File: src/rtl/int_ctrl_pkg.sv
// rtl/int_ctrl_pkg.sv - shared widths, one-hot codes, register offsets and FSM states for int_ctrl
package int_ctrl_pkg;

    localparam int INT_BUS = 8;

    localparam logic [INT_BUS-1:0] INT_NONE     = 8'h00;
    localparam logic [INT_BUS-1:0] INT_TIMER    = 8'h01;
    localparam logic [INT_BUS-1:0] INT_UART_REV = 8'h02;

    localparam logic [3:0] REG_PENDING = 4'h0;
    localparam logic [3:0] REG_ENABLE  = 4'h4;
    localparam logic [3:0] REG_MODE    = 4'h8;
    localparam logic [3:0] REG_CLAIM   = 4'hC;

    localparam logic [1:0] ST_IDLE       = 2'd0;
    localparam logic [1:0] ST_ASSERT     = 2'd1;
    localparam logic [1:0] ST_WAIT_ENTRY = 2'd2;
    localparam logic [1:0] ST_HANDLER    = 2'd3;

endpackage

File: src/rtl/int_prio_enc.sv
// rtl/int_prio_enc.sv - lowest-index-wins priority encoder (valid + index)
module int_prio_enc #(
    parameter int N     = 8,
    parameter int IDX_W = $clog2(N)
) (
    input  logic [N-1:0]     i_req,
    output logic             o_valid,
    output logic [IDX_W-1:0] o_idx
);

    // Scan from the top down so the lowest set index is the last assignment and wins
    always_comb begin
        o_valid = 1'b0;
        o_idx   = '0;
        for (int i = N - 1; i >= 0; i--) begin
            if (i_req[i]) begin
                o_valid = 1'b1;
                o_idx   = IDX_W'(i);
            end
        end
    end

endmodule

File: src/rtl/int_ctrl.sv
// rtl/int_ctrl.sv - machine-level interrupt controller feeding the CLINT trap sequencer
module int_ctrl
    import int_ctrl_pkg::*;
#(
    parameter int NUM_SRC = INT_BUS,
    parameter int ADDR_W  = 4
) (
    input  logic               clk_i,
    input  logic               rst_n_i,
    input  logic [NUM_SRC-1:0] src_i,
    input  logic               mstatus_mie_i,
    input  logic               clint_busy_i,
    input  logic               clint_int_flag_i,
    output logic [NUM_SRC-1:0] int_flag_o,
    input  logic               reg_wen_i,
    input  logic [ADDR_W-1:0]  reg_addr_i,
    input  logic [31:0]        reg_wdata_i,
    output logic [31:0]        reg_rdata_o,
    output logic               in_service_o
);

    localparam int IDX_W = $clog2(NUM_SRC);

    logic [NUM_SRC-1:0] r_src_prev;
    logic [NUM_SRC-1:0] r_pend;
    logic [NUM_SRC-1:0] r_en;
    logic [NUM_SRC-1:0] r_mode;
    logic [1:0]         r_state;
    logic [IDX_W-1:0]   r_idx;
    logic [NUM_SRC-1:0] r_flag;
    logic [31:0]        r_rdata;

    logic [NUM_SRC-1:0] w_cand;
    logic               w_valid;
    logic [IDX_W-1:0]   w_idx;
    logic               w_sel_pend;
    logic               w_sel_en;
    logic               w_sel_mode;
    logic               w_sel_claim;
    logic [NUM_SRC-1:0] w_rise;
    logic [NUM_SRC-1:0] w_w1c;
    logic [NUM_SRC-1:0] w_acc_clr;
    logic [NUM_SRC-1:0] w_pend_nxt;
    logic               w_keep;
    logic               w_accept;
    logic               w_idx_valid;
    logic [7:0]         w_claim_idx;
    logic               w_unused;

    assign w_unused = &{1'b0, reg_wdata_i[31:NUM_SRC]};

    assign w_sel_pend  = (reg_addr_i == ADDR_W'(REG_PENDING));
    assign w_sel_en    = (reg_addr_i == ADDR_W'(REG_ENABLE));
    assign w_sel_mode  = (reg_addr_i == ADDR_W'(REG_MODE));
    assign w_sel_claim = (reg_addr_i == ADDR_W'(REG_CLAIM));

    assign w_cand = r_pend & r_en;

    int_prio_enc #(
        .N     (NUM_SRC),
        .IDX_W (IDX_W)
    ) u_prio_enc (
        .i_req   (w_cand),
        .o_valid (w_valid),
        .o_idx   (w_idx)
    );

    // Acceptance only counts while the latched source is still a candidate and MIE is set
    assign w_keep   = w_cand[r_idx] && mstatus_mie_i;
    assign w_accept = (r_state == ST_ASSERT) && w_keep && clint_busy_i;

    // Edge bits: new rising edge beats any clear; level bits simply follow the source
    always_comb begin
        w_rise     = src_i & ~r_src_prev;
        w_w1c      = (reg_wen_i && w_sel_pend) ? reg_wdata_i[NUM_SRC-1:0] : '0;
        w_acc_clr  = w_accept ? (NUM_SRC'(1) << r_idx) : '0;
        w_pend_nxt = (r_mode & (w_rise | (r_pend & ~w_w1c & ~w_acc_clr)))
                   | (~r_mode & src_i);
    end

    // Source history, pending bits and software-writable configuration
    always_ff @(posedge clk_i) begin
        if (!rst_n_i) begin
            r_src_prev <= '0;
            r_pend     <= '0;
            r_en       <= '0;
            r_mode     <= '1;
        end else begin
            r_src_prev <= src_i;
            r_pend     <= w_pend_nxt;
            if (reg_wen_i && w_sel_en) begin
                r_en <= reg_wdata_i[NUM_SRC-1:0];
            end
            if (reg_wen_i && w_sel_mode) begin
                r_mode <= reg_wdata_i[NUM_SRC-1:0];
            end
        end
    end

    // Request/handshake sequencer: one interrupt in flight from latch until MRET
    always_ff @(posedge clk_i) begin
        if (!rst_n_i) begin
            r_state <= ST_IDLE;
            r_idx   <= '0;
            r_flag  <= '0;
        end else begin
            case (r_state)
                ST_IDLE: begin
                    if (w_valid && mstatus_mie_i) begin
                        r_idx   <= w_idx;
                        r_flag  <= NUM_SRC'(1) << w_idx;
                        r_state <= ST_ASSERT;
                    end
                end
                ST_ASSERT: begin
                    if (!w_keep) begin
                        r_flag  <= '0;
                        r_state <= ST_IDLE;
                    end else if (clint_busy_i) begin
                        r_flag  <= '0;
                        r_state <= ST_WAIT_ENTRY;
                    end
                end
                ST_WAIT_ENTRY: begin
                    if (clint_int_flag_i) begin
                        r_state <= ST_HANDLER;
                    end
                end
                ST_HANDLER: begin
                    if (clint_int_flag_i) begin
                        r_state <= ST_IDLE;
                    end
                end
                default: begin
                    r_flag  <= '0;
                    r_state <= ST_IDLE;
                end
            endcase
        end
    end

    assign in_service_o = (r_state == ST_WAIT_ENTRY) || (r_state == ST_HANDLER);
    assign w_idx_valid  = (r_state != ST_IDLE);
    assign w_claim_idx  = w_idx_valid ? 8'(r_idx) : 8'hFF;

    // Registered read port; reflects register contents before any same-cycle write
    always_ff @(posedge clk_i) begin
        if (!rst_n_i) begin
            r_rdata <= '0;
        end else if (w_sel_pend) begin
            r_rdata <= 32'(r_pend);
        end else if (w_sel_en) begin
            r_rdata <= 32'(r_en);
        end else if (w_sel_mode) begin
            r_rdata <= 32'(r_mode);
        end else if (w_sel_claim) begin
            r_rdata <= {in_service_o, 23'b0, w_claim_idx};
        end else begin
            r_rdata <= '0;
        end
    end

    assign int_flag_o  = r_flag;
    assign reg_rdata_o = r_rdata;

endmodule

File: config.mk
export PLATFORM = sky130hd
export DESIGN_NAME = int_ctrl
export DESIGN_NICKNAME = d
export VERILOG_FILES = /design/src/rtl/int_ctrl_pkg.sv /design/src/rtl/int_prio_enc.sv /design/src/rtl/int_ctrl.sv
export SDC_FILE = /design/constraint.sdc
export NUM_CORES = 1
export LEC_CHECK = 0
export CAP_MARGIN = 20
export CORE_UTILIZATION = 45
export CTS_CLUSTER_DIAMETER = 200
export DETAILED_ROUTE_END_ITERATION = 10
export PLACE_DENSITY = 0.8
export SYNTH_ARGS = -nofsm -noshare
export SYNTH_HDL_FRONTEND = slang
export SYNTH_SLANG_ARGS = --single-unit
File: constraint.sdc
create_clock -name clk_i -period 2.1 [get_ports clk_i]
set_input_delay 0.21 -clock clk_i [delete_from_list [all_inputs] [get_ports clk_i]]
set_output_delay 0.21 -clock clk_i [all_outputs]
set_load 0.05 [all_outputs]
---- Word-level counts from Yosys, hierarchy flattened ----
Cells that the tools add are included.
cells by class
  order comparisons ....................... 1
  reductions and logical operators ........ 17
  shifts and indexed selects .............. 2
  equal/unequal tests ..................... 10
  mux-type cells .......................... 35
  bitwise operators ....................... 14
operator list
  kind                   count
  $mux W8                10
  $and A8 B8 Y8          6
  $not A8 Y8             4
  $mux W3                8
  $or A8 B8 Y8           2
  $pmux W8 S2            1
  $shl A1 B3 Y8 const A  2
  $mux W2                5
  $mux W1                9
  $eq A4 B4 Y1 const B   2
  $pmux W2 S4            1
  $logic_and A1 B1 Y1    7
  $ne A2 B2 Y1 const B   3
  $reduce_or A5 Y1       1
  $eq A2 B2 Y1 const B   2
  $eq A4 B3 Y1 const B   1
  $logic_not A4 Y1       1
  $lt A3 B4 Y1 const B   1
  $reduce_and A4 Y1      1
  $reduce_bool A2 Y1     2
  $reduce_or A4 Y1       1
  $bmux W1 S3            1
  $ne A3 B3 Y1 const B   1
  $reduce_and A3 Y1      1
  5 further kinds        6
word-level totals
  output and inout bits ................... 41
  logic and storage cells ................. 89
  flip-flop bits (word level) ............. 77

---- Longest topological paths before layout ----
Gate-level depths: netlist (run 1).
  word-level depth ........................ 12
  depth in mapped cells ................... 7

---- By module ----
Synthesis (run 1) repeated with hierarchy kept, for this count alone.
unflattened totals
  cell total of the unflattened synthesis .. 317
  area total of the unflattened synthesis .. 2651.3 µm²
by module, submodules not included
  module        cells an instance  area each (µm²)  times used  sequential area each (µm²)
  int_ctrl      304                2571.2           1           1081.0
  int_prio_enc  13                 80.1             1           0.0

---- Least setup slack after synthesis (run 1) ----
No wires, ideal clock.
  path type ............................... reg2reg
  from .................................... register r_idx[0]
  to ...................................... register r_pend[7]
  data required time ...................... 1.983 ns
  stages on the path, launching flop included .. 6
  data arrival time ....................... 1.531 ns
  setup time .............................. 0.117 ns
  setup slack ............................. 0.453 ns
  period minus slack after synthesis ...... 1.647 ns
  cells stage by stage .................... dfxtp_1 > buf_4 > mux4_2 > nor3b_4 > nand3_1 > a22o_1
between the ends
  longest elaborated chain between the ends .. 11
  elaborated cells on any way between the ends .. 12
  classes of those cells .................. shift (1); mux (3); bitwise (5); reduce/logical (3)
RTL lines
  what                               line             text
  from (decl)                        int_ctrl.sv:29   logic [IDX_W-1:0] r_idx;
  from (signal assigned)             int_ctrl.sv:110  r_idx <= w_idx;
  $bmux W1 S3                        int_ctrl.sv:69   assign w_keep = w_cand[r_idx] && mstatus_mie_i;
  $mux W1 (not written as such)      int_ctrl.sv:69
  $logic_and A1 B1 Y1                int_ctrl.sv:69
  $logic_and A1 B1 Y1 (2 in series)  int_ctrl.sv:70   assign w_accept = (r_state == ST_ASSERT) && w_keep && clint_busy_i;
  $mux W8 (*)                        int_ctrl.sv:76   w_acc_clr = w_accept ? (NUM_SRC'(1) << r_idx) : '0;
  $not A8 Y8 (*)                     int_ctrl.sv:77   w_pend_nxt = (r_mode & (w_rise | (r_pend & ~w_w1c & ~w_acc_clr)))
  $and A8 B8 Y8 (*)                  int_ctrl.sv:77
  $or A8 B8 Y8 (*)                   int_ctrl.sv:77
  $and A8 B8 Y8 (*)                  int_ctrl.sv:77
  $or A8 B8 Y8 (*)                   int_ctrl.sv:78   | (~r_mode & src_i);
  to (signal assigned)               int_ctrl.sv:90   r_pend <= w_pend_nxt;
  to (decl)                          int_ctrl.sv:25   logic [NUM_SRC-1:0] r_pend;
Every way passes the cells marked *; elsewhere a longest branch is shown, timed or not. The select of a mux whose other input is x is not followed.
A chain may end at the register's enable or synchronous reset.

---- Worst setup path after layout (run 1) ----
  from .................................... register r_en[2]
  to ...................................... register r_pend[3]
between the ends
  longest elaborated chain between the ends .. 12
RTL lines
  what                               line            text
  from (decl)                        int_ctrl.sv:26  logic [NUM_SRC-1:0] r_en;
  from (signal assigned)             int_ctrl.sv:92  r_en <= reg_wdata_i[NUM_SRC-1:0];
  $and A8 B8 Y8                      int_ctrl.sv:57  assign w_cand = r_pend & r_en;
  $bmux W1 S3                        int_ctrl.sv:69
  $mux W1 (not written as such)      int_ctrl.sv:69
  $logic_and A1 B1 Y1                int_ctrl.sv:69
  $logic_and A1 B1 Y1 (2 in series)  int_ctrl.sv:70
  $mux W8                            int_ctrl.sv:76
  $not A8 Y8                         int_ctrl.sv:77
  $and A8 B8 Y8                      int_ctrl.sv:77
  $or A8 B8 Y8                       int_ctrl.sv:77
  $and A8 B8 Y8                      int_ctrl.sv:77
  $or A8 B8 Y8                       int_ctrl.sv:78
Every way passes these cells. The select of a mux whose other input is x is not followed.

==> results.md, run 1 <==
* Vias at 2309
* Placed Cells at 419
* Cell Chain, Critical Path: nand2_1 > mux4_2 > nor3_2 > nand3_1 > a22o_1
* Max rail drop VDD at 465 uV
* R2r worst-path depth at 5
* Vias per std cell at 5.41
* Number of global-route vias before repair at 2065
* Syn Inst Count at 297
* Post-synthesis instance area at 2620 um^2
* DP Worst Slack at 0.146 ns
* Largest net degree at the start of global routing at 30
* Port-buffer cells at 43
* Min-delay worst type: in -> reg
* Sequential element share of the synthesized area at 41.2%
* CP Data Arrival Time at 2.17 ns
* Core ar. at 5570 um^2
* First-pass GRT wire length at 10400 um
* Syn avg cell area at 8.83 um^2
* HPWL after detailed placement at 4680 um
* Kind of critical path: reg -> reg
* Slowest cell on crit path: mux4_2
* Status: finished clean
* Placed Instance Area at 3160 um^2
* YS warnings at 0
* Buf/Inv on CP at 0
* Hold Path End: r_src_prev[6]$_SDFF_PN0_
* Worst-path fanout max at 5
* LEAKAGE at 1.39 nW
* Final hold slack at 0.456 ns
* Maximum capacitance violations at 0
* Setup bufs post-CTS at 0
* Most numerous cell in the Yosys netlist: dfxtp_1
* Min Clock Period, post-route at 1.96 ns
* H-tree depth at 2
* Routed Antenna Nets at 0
* Startpoint Class: flop
* Top post-synthesis cells by area: dfxtp_1 (41%), buf_4 (7.7%), nand2_1 (7.0%)
* Fin nets at 404
* R2R Path End: r_pend[3]$_SDFF_PN0_
* DRC at 0
* Initial antenna violation count at 0
* WL/cell at 14.9 um
* Fin. max-slew vios at 0
* CTS hold repair buffers at 0
* Tot Pwr at 2.16 mW
* CTS tree: built
* Synthesis-stage register bit count at 54
* Ant diodes at 0
* DR iter-0 viols at 274
* Final cell count without fillers at 427
* Die height at 78.3 um
* Worst-path clk slew at 0.11 ns
* Critical path's top delay family: simple AND/OR/NAND/NOR gates
* Max Clk Rate at 510 MHz
* Top_reg_cell synth: dfxtp_1
* Final core occ at 58.7%
* Clock latency on the worst-skew pair at 0.32 ns
* Final RePlAce weighted congestion at 0.892
* Syn-to-layout area delta at 24.8%
* RSZ-0062 raised after global routing: false
* Final Hold Vio Count at 0
* Post-synth ARST share at 0%
* Crit path required time at 2.31 ns
* Crit share post-route at 93.4%
* Layout cells sized above 1 at 11.8%
* Die Area at 6130 um^2
* Area leader, netlist: dfxtp_1
* Post-synth EDFFs at 0
* Detailed Routing Iterations Pass 1 at 6
* FP Rows at 27
* CTS sink cnt at 54
* Number of fill cells in the layout at 502
* Commonest cells post-synth: dfxtp_1 (54), nand2_1 (49), buf_4 (27)
* Gr usage total at 22.0%
* Final WL at 6360 um
* Slew HR at 66.7%
* Longest Clk Path Bufs at 2
* R2r startpoint: r_en[2]$_SDFFE_PN0P_
* Finished Cell Area at 3270 um^2
* Yosys cell types at 47
* IO Count at 91
* Synth top area share at 41.2%
* Overflow after GRT at 0
* Clk_skew at 0.0130 ns
* Min-delay src: src_i[6]
* Final setup margin at 0.139 ns
* Final setup viols at 0
* # resized after CTS at 0
* CP peak stage delay at 0.55 ns
* Root buffer cell: clkbuf_8
* Total negative slack at 0 ns
* PD cells at 661 nW/um^2
* Worst Tran Pin Value at 0.494 ns
* Chip Width at 78.3 um
* Initial core utilization at 47.0%
* Reg2reg setup slack at 0.14 ns
* CTS Buf Count at 5
* CP endpoint kind: flop
* Hold path cells at 2
[logic make-up after synthesis]
logic type | after synthesis | synth area share [%]
simple gates | 125 | 24.9
compound gates | 66 | 18.8
flops | 54 | 41.2
buf+inv | 40 | 9.74
mux | 11 | 5.20
other cells | 1 | 0.143
[state kept, by name, summed over array words and instances, names as in the netlist, named ones only]
register and flops:
r_idx 3, r_en 8, r_mode 8, reg_rdata_o 9, r_src_prev 8, r_state 1
int_flag_o 8, r_pend 8
[worst reg2reg max path, cell delays in order, from the launching register on]
cell	delay (ns)
dfxtp_1	0.43
nand2_1	0.16
mux4_2	0.55
nor3_2	0.33
nand3_1	0.13
a22o_1	0.24
[where the power goes]
| part | internal [mW] | switching (mW) | total, mW |
|---|---|---|---|
| Sequential | 1.06 | 0.0215 | 1.08 |
| Combinational | 0.135 | 0.227 | 0.363 |
| Clock | 0.358 | 0.358 | 0.716 |
| Total | 1.56 | 0.607 | 2.16 |
[layout by cell type (no fill, tap or decap), types with 2 or more instances in the layout]
master	netlist	routed
a21o_1	6	6
nand2_1	49	49
nand3_1	25	25
a221o_1	3	3
a211oi_1	2	2
a22o_1	10	10
a22oi_1	2	2
mux4_2	2	2
inv_1	3	3
clkdlybuf4s50_1	0	43
nor2_1	10	10
dfxtp_1	54	54
mux2i_1	8	8
o2bb2ai_1	3	3
a21oi_1	10	10
nor2b_1	12	12
and2_1	15	15
a21boi_0	4	4
conb_1	1	23
a221oi_1	6	6
clkbuf_8	0	5
buf_4	27	21
o21ai_0	11	11
[routing by layer]
metal	GRT usage, %	vias up	wire length [um]
met1	30.4	1031	2930
li1	-	1123	-
met4	10.7	0	216
met3	2.91	19	466
met5	0	-	0
met2	33.5	136	2740
[worst max path at each step]
| stage | slack, ns | to | start | depth (start not counted) |
|---|---|---|---|---|
| 2_1_floorplan | 0.45 | r_pend[7]$_SDFF_PN0_ | r_idx[0]$_SDFFE_PN0P_ | 5 |
| 3_3_place_gp | 0.16 | int_flag_o[5]$_SDFFE_PN0P_ | mstatus_mie_i | 6 |
| 3_5_place_dp | 0.15 | int_flag_o[6]$_SDFFE_PN0P_ | mstatus_mie_i | 6 |
| 4_1_cts | 0.19 | r_pend[3]$_SDFF_PN0_ | r_en[2]$_SDFFE_PN0P_ | 5 |
| 5_1_grt | 0.08 | r_pend[3]$_SDFF_PN0_ | r_en[2]$_SDFFE_PN0P_ | 5 |
| 6_report | 0.14 | r_pend[3]$_SDFF_PN0_ | r_en[2]$_SDFFE_PN0P_ | 5 |
[area by class of cell]
type                       instances  area [um^2]  share of cell area, %
clock inverter                     3         43.8                   1.34
inverter                           3         11.3                  0.344
tap                               72         90.1                   2.75
multi-input combinational        225         1370                   41.8
sequential                        54         1080                   33.1
clock buffer                       5         68.8                   2.10
timing repair buffer              65          608                   18.6
No activity file was read; power rests on OpenSTA's default activity.
==> inputs of run 2 (changes only) <==
--- a/config.mk
+++ b/config.mk
@@ -5,11 +5,12 @@
 export SDC_FILE = /design/constraint.sdc
 export NUM_CORES = 1
 export LEC_CHECK = 0
+export ABC_AREA = 1
 export CAP_MARGIN = 20
 export CORE_UTILIZATION = 45
 export CTS_CLUSTER_DIAMETER = 200
 export DETAILED_ROUTE_END_ITERATION = 10
-export PLACE_DENSITY = 0.8
+export PLACE_DENSITY = 0.79
 export SYNTH_ARGS = -nofsm -noshare
 export SYNTH_HDL_FRONTEND = slang
 export SYNTH_SLANG_ARGS = --single-unit
==> results.md, run 2 <==
* HPWL after detailed placement at 4550 um (-2.7%)
* Vias at 2531 (+9.6%)
* Max Clk Rate at 560 MHz (+9.8%)
* Number of fill cells in the layout at 580 (+16%)
* Port-buffer cells at 43 (unchanged)
* CP Data Arrival Time at 1.58 ns (-0.59 ns)
* CTS Buf Count at 5 (unchanged)
* Crit share post-route at 85.1% (-8.3 points)
* Fin. max-slew vios at 0 (unchanged)
* Gr usage total at 20.8% (-1.2 points)
* PD cells at 662 nW/um^2 (+0.21%)
* Die height at 78.8 um (+0.65%)
* Worst-path fanout max at 6 (+1)
* First-pass GRT wire length at 10400 um (-0.34%)
* Commonest non-fill, non-tap cell in the layout: nand2_1
* Critical path's top delay family: buffers and inverters
* Top Usage Layer GRT: met2
* # resized after CTS at 0 (unchanged)
* Cell internal pwr at 1.49 mW (-3.9%)
* Crit path required time at 1.89 ns (-0.42 ns)
* Worst Tran Pin Value at 0.503 ns (+0.00938 ns)
* Max reg flops at 9 (unchanged)
* Min-delay worst type: in -> reg
* Synth Area in Compound Gates at 12.3% (-6.5 points)
* Seq pwr share at 51.5% (+1.4 points)
* WL/cell at 12.0 um (-19%)
* Gate power share at 18.5% (+1.7 points)
* Final RePlAce weighted congestion at 0.876 (-1.7%)
* Clock latency on the worst-skew pair at 0.30 ns (-0.02 ns)
* Startpoint Class: flop
* Most frequent cells in the layout: nand2_1 (120), dfxtp_1 (54), nand3_1 (43), clkdlybuf4s50_1 (43), a21oi_1 (33)
* Synthesis-stage register bit count at 54 (unchanged)
* Syn avg cell area at 6.95 um^2 (-21%)
* Detailed Routing Iterations Pass 1 at 5 (-1)
* Top post-synthesis cells by area: dfxtp_1 (41%), nand2_1 (17%), nand3_1 (8.1%)
* CTS hold repair buffers at 0 (unchanged)
* Tot Pwr at 2.13 mW (-1.3%)
* Overflow after GRT at 0 (unchanged)
* RSZ-0062 raised after global routing: false
* Buf/Inv on CP at 1 (+1)
* Final Hold Vio Count at 0 (unchanged)
* DR iter-0 viols at 161 (-41%)
* FF/Latch Area at 1080 um^2 (unchanged)
* Most numerous cell in the Yosys netlist: nand2_1
* Min Clock Period, post-route at 1.79 ns (-0.175 ns)
* Post-synth ARST share at 0% (unchanged)
* CTS sink cnt at 54 (unchanged)
* Worst-path clk slew at 0.10 ns (about the same)
* Vias per std cell at 5.03 (-6.9%)
* Kind of critical path: reg -> out
* Max rail drop VDD at 407 uV (-13%)
* Multiplexer area fraction after synthesis at 0% (-5.2 points)
* Layout cells sized above 1 at 9.51% (-2.3 points)
* Met2 Use GR at 35.7% (+2.1 points)
* H-tree depth at 2 (unchanged)
* Slew HR at 66.3% (-0.38 points)
* YS warnings at 0 (unchanged)
* Top_reg_cell synth: dfxtp_1
* Status: finished clean
* Initial core utilization at 47.4% (+0.34 points)
* Psw at 0.640 mW (+5.4%)
* Total negative slack at 0 ns (unchanged)
* Routed Antenna Nets at 0 (unchanged)
* Yosys cell types at 30 (-36%)
* Met1 Use GR at 26.9% (-3.5 points)
* Final setup viols at 0 (unchanged)
* Ant diodes at 0 (unchanged)
* Largest family of logic cells by synthesized area: simple AND/OR/NAND/NOR gates
* Root buffer cell: clkbuf_8
* LEAKAGE at 1.46 nW (+4.7%)
* Area leader, netlist: dfxtp_1
* Met3 usage at 3.68% (+0.77 points)
* Post-synthesis simple-gate area fraction at 34.1% (+9.2 points)
* Sw frac at 30.0% (+1.9 points)
* Largest net degree at the start of global routing at 34 (+13%)
* Syn Inst Count at 382 (+29%)
* Clk_skew at 0.00691 ns (-0.00609 ns)
* Core ar. at 5610 um^2 (+0.61%)
* Sequential element share of the synthesized area at 40.7% (-0.54 points)
* Synth Area in XOR/XNOR at 0% (unchanged)
* Initial antenna violation count at 0 (unchanged)
* Clock share of power at 30.0% (-3.1 points)
* Number of global-route vias before repair at 2329 (+13%)
* DRC at 0 (unchanged)
* Synth top area share at 40.7% (-0.54 points)
* Multi-input logic area at 1320 um^2 (-3.6%)
* Synth Area in Adders at 0% (unchanged)
* CP endpoint kind: output pin
* IO Count at 91 (unchanged)
* CP peak stage delay at 0.84 ns (+0.29 ns)
* Slowest cell on crit path: clkdlybuf4s50_1
* Chip Width at 78.8 um (+0.65%)
* Commonest cells post-synth: nand2_1 (120), dfxtp_1 (54), nand3_1 (43)
* Syn-to-layout area delta at 21.3%
* Cell Chain, Critical Path: clkdlybuf4s50_1
* FP Rows at 27 (unchanged)
* Setup bufs post-CTS at 0 (unchanged)
* Post-synth EDFFs at 0 (unchanged)
* CTS tree: built
* Longest Clk Path Bufs at 2 (unchanged)
* Post-synthesis instance area at 2660 um^2 (+1.3%)
* Maximum capacitance violations at 0 (unchanged)
* Final core occ at 57.5% (-1.2 points)
* Final WL at 6060 um (-4.7%)
* Fin nets at 480 (+19%)
* Die Area at 6210 um^2 (+1.3%)
## run 2: cell types whose count changed after synthesis, moves of 10 or more
| cell | previous run | this run |
|---|---|---|
| a22o_1 | 10 | 0 |
| nor2b_1 | 12 | 0 |
| a21oi_1 | 10 | 33 |
| inv_1 | 3 | 24 |
| and2_1 | 15 | 0 |
| nand2_1 | 49 | 120 |
| nor2_1 | 10 | 22 |
| nand3_1 | 25 | 43 |
## run 2: tightest hold or removal path: cells and delay by family
kind | cells | cell delay [ns]
buf+inv | 2 | 0.43
simple gates | 1 | 0.05
## run 2: routing by layer
| metal | wire [um] | vias to the layer above | part of all wire, % |
|---|---|---|---|
| met1 | 2730 | 1152 | 45 |
| met2 | 2930 | 89 | 48 |
| met4 | 18 | 0 | 0.30 |
| met3 | 369 | 2 | 6.1 |
| li1 | - | 1288 | - |
| met5 | 0 | - | 0 |
## run 2: worst paths after layout
| check | depth (start not counted) | from | to | slack [ns] |
|---|---|---|---|---|
| worst max register to register | 9 | r_idx[1]$_SDFFE_PN0P_ | r_pend[7]$_SDFF_PN0_ | 0.48 |
| worst max-delay path | 1 | flop | in_service_o | 0.31 |
| worst min-delay path | 3 | src_i[1] | r_src_prev[1]$_SDFF_PN0_ | 0.43 |
| worst min register to register | 2 | int_flag_o[4]$_SDFFE_PN0P_ | int_flag_o[4]$_SDFFE_PN0P_ | 0.46 |
## run 2: cell type report
cell class	instances	share of cell area, %
multi-input combinational	285	40.9
sequential	54	33.6
timing repair buffer	54	15.9
inverter	30	3.53
clock buffer	7	2.99
tap	72	2.80
clock inverter	1	0.272
## run 2: logic make-up after synthesis
logic type / after synthesis
other: 1
buffers and inverters: 65
flip-flops: 54
AND/OR/NAND/NOR: 204
AO/OA/AOI/OAI: 58
## run 2: per-stage QoR
stage,area [um^2],hold WS [ns],setup slack (ns),std cells
2_1_floorplan,2740,0.322,0.774,404
3_5_place_dp,3120,0.454,0.231,495
5_1_grt,3220,0.424,0.261,503
3_3_place_gp,3120,0.448,0.249,495
6_report,3220,0.429,0.314,503
4_1_cts,3220,0.427,0.309,503
## run 2: power by group through the flow
stage,logic (mW),clock network (mW),registers (mW)
finish,0.396,0.639,1.10
global route,0.433,0.690,1.10
CTS,0.396,0.655,1.10
detailed placement,0.395,0,1.12
global placement,0.387,0,1.12
floorplan,0.281,0,1.15
==> inputs of run 3 (changes only) <==
--- a/config.mk
+++ b/config.mk
@@ -7,10 +7,11 @@
 export LEC_CHECK = 0
 export ABC_AREA = 1
 export CAP_MARGIN = 20
+export CORE_MARGIN = 5
 export CORE_UTILIZATION = 45
 export CTS_CLUSTER_DIAMETER = 200
 export DETAILED_ROUTE_END_ITERATION = 10
-export PLACE_DENSITY = 0.79
+export PLACE_DENSITY = 0.83
 export SYNTH_ARGS = -nofsm -noshare
 export SYNTH_HDL_FRONTEND = slang
 export SYNTH_SLANG_ARGS = --single-unit
==> results.md, run 3 (synthesis results as in run 2) <==
* Hold Path End: r_src_prev[3]$_SDFF_PN0_
* H-tree depth at 2 (unchanged)
* Hold path cells at 3 (unchanged)
* R2R Path End: r_pend[0]$_SDFF_PN0_
* Setup bufs post-CTS at 0 (unchanged)
* PD cells at 686 nW/um^2 (+3.5%)
* Final cell count without fillers at 503 (unchanged)
* Status: finished clean
* Final Hold Vio Count at 0 (unchanged)
* Die Area at 7540 um^2 (+21%)
* Ant diodes at 0 (unchanged)
* DRC at 0 (unchanged)
* Crit share post-route at 86.5% (+1.4 points)
* WL/cell at 12.9 um (+7.3%)
* FP Rows at 28 (+3.7%)
* Min Clock Period, post-route at 1.82 ns (+0.0300 ns)
* Tot Pwr at 2.21 mW (+3.4%)
* Most frequent cells in the layout: nand2_1 (120), dfxtp_1 (54), nand3_1 (43), clkdlybuf4s50_1 (43), a21oi_1 (33)
* Root buffer cell: clkbuf_8
* Fin. max-slew vios at 0 (unchanged)
* CP peak stage delay at 0.85 ns (about the same)
* Crit path required time at 1.89 ns (about the same)
* Placed Instance Area at 3110 um^2 (-0.36%)
* Placed Cells at 496 (+0.20%)
* LEAKAGE at 1.45 nW (-0.42%)
* Min-delay worst type: in -> reg
* Final setup margin at 0.284 ns (-0.0300 ns)
* Max Clk Rate at 551 MHz (-1.6%)
* CTS hold repair buffers at 0 (unchanged)
* DP Worst Slack at 0.153 ns (-0.0781 ns)
* Fin nets at 478 (-0.42%)
* CP Data Arrival Time at 1.61 ns (+0.03 ns)
* CTS tree: built
* Routed Antenna Nets at 0 (unchanged)
* Maximum capacitance violations at 0 (unchanged)
* Total negative slack at 0 ns (unchanged)
* Core ar. at 5820 um^2 (+3.7%)
* CTS sink cnt at 54 (unchanged)
* Initial antenna violation count at 0 (unchanged)
* Cell Chain, Critical Path: clkdlybuf4s50_1
* Longest Clk Path Bufs at 2 (unchanged)
* R2r worst-path depth at 9 (unchanged)
* Detailed Routing Iterations Pass 1 at 4 (-1)
* HPWL after detailed placement at 4920 um (+8.0%)
* Final RePlAce weighted congestion at 0.902 (+3.0%)
* Gr usage total at 17.3% (-3.5 points)
* Worst-path clk slew at 0.09 ns (about the same)
* IO Count at 91 (unchanged)
* RSZ-0062 raised after global routing: false
* Syn-to-layout area delta at 21.1%
* Vias at 2525 (-0.24%)
* CP endpoint kind: output pin
* # resized after CTS at 0 (unchanged)
* Initial core utilization at 45.7% (-1.7 points)
* Commonest non-fill, non-tap cell in the layout: nand2_1
* Worst-path fanout max at 6 (unchanged)
* Reg2reg setup slack at 0.46 ns (-0.02 ns)
* Largest net degree at the start of global routing at 34 (unchanged)
* Critical path's top delay family: buffers and inverters
* Buf/Inv on CP at 1 (unchanged)
* Clock latency on the worst-skew pair at 0.31 ns (about the same)
* Max rail drop VDD at 487 uV (+20%)
* Finished Cell Area at 3220 um^2 (-0.12%)
* Kind of critical path: reg -> out
* R2r startpoint: r_idx[1]$_SDFFE_PN0P_
* DR iter-0 viols at 159 (-1.2%)
* Max reg flops at 9 (unchanged)
* Worst Tran Pin Value at 0.509 ns (+0.00609 ns)
* Chip Width at 86.8 um (+10%)
* Port-buffer cells at 43 (unchanged)
* Final setup viols at 0 (unchanged)
* Startpoint Class: flop
* Number of global-route vias before repair at 2296 (-1.4%)
* Die height at 86.8 um (+10%)
* CTS Buf Count at 5 (unchanged)
* Final WL at 6500 um (+7.3%)
* Slowest cell on crit path: clkdlybuf4s50_1
* Layout cells sized above 1 at 8.88% (-0.63 points)
* Min-delay src: src_i[3]
* First-pass GRT wire length at 10500 um (+1.0%)
* Vias per std cell at 5.02 (-0.24%)
* Overflow after GRT at 0 (unchanged)
* Clk_skew at 0.00563 ns (-0.00128 ns)
* Slew HR at 65.9% (-0.41 points)
==> run 3: final cells by class <==
type | instances | area, um^2
Sequential cell | 54 | 1080
Timing Repair Buffer | 52 | 498
Clock inverter | 1 | 30.0
Tap cell | 75 | 93.8
Clock buffer | 6 | 82.6
Multi-Input combinational cell | 285 | 1320
Fill cell | 566 | 2600
Inverter | 30 | 114
==> run 3: per-stage QoR <==
stage / utilization (%) / hold slack, ns
2_1_floorplan: - / 0.322
3_3_place_gp: 53.4 / 0.448
3_5_place_dp: 53.4 / 0.453
4_1_cts: 55.3 / 0.426
5_1_grt: 55.3 / 0.427
6_report: 55.3 / 0.428
==> run 3: report_power, final <==
group          internal, mW  switching [mW]  total (mW)
combinational         0.123           0.273       0.396
clock                 0.382           0.329       0.710
sequential             1.07          0.0312        1.10
==> run 3: worst max path at each step <==
| stage | startpoint | end | slack [ns] | cells after the start |
|---|---|---|---|---|
| final | flop | in_service_o | 0.28 | 1 |
| after global routing | flop | in_service_o | 0.23 | 1 |
| after CTS | flop | in_service_o | 0.29 | 1 |
| after detailed placement | reg_addr_i[1] | r_mode[5]$_SDFFE_PN1P_ | 0.15 | 8 |
| after global placement | reg_addr_i[1] | r_mode[7]$_SDFFE_PN1P_ | 0.21 | 8 |
| after floorplan | r_idx[0]$_SDFFE_PN0P_ | r_pend[0]$_SDFF_PN0_ | 0.77 | 10 |
==> run 3: per-layer routing <==
layer | vias to the layer above | GRT usage, % | share of wire (%) | routed length (um)
met5 | - | 0 | 0 | 0
met2 | 85 | 29.7 | 49 | 3170
met1 | 1148 | 21.8 | 42 | 2740
li1 | 1286 | - | - | -
met4 | 0 | 4.96 | 0.91 | 59
met3 | 6 | 3.42 | 8.1 | 528
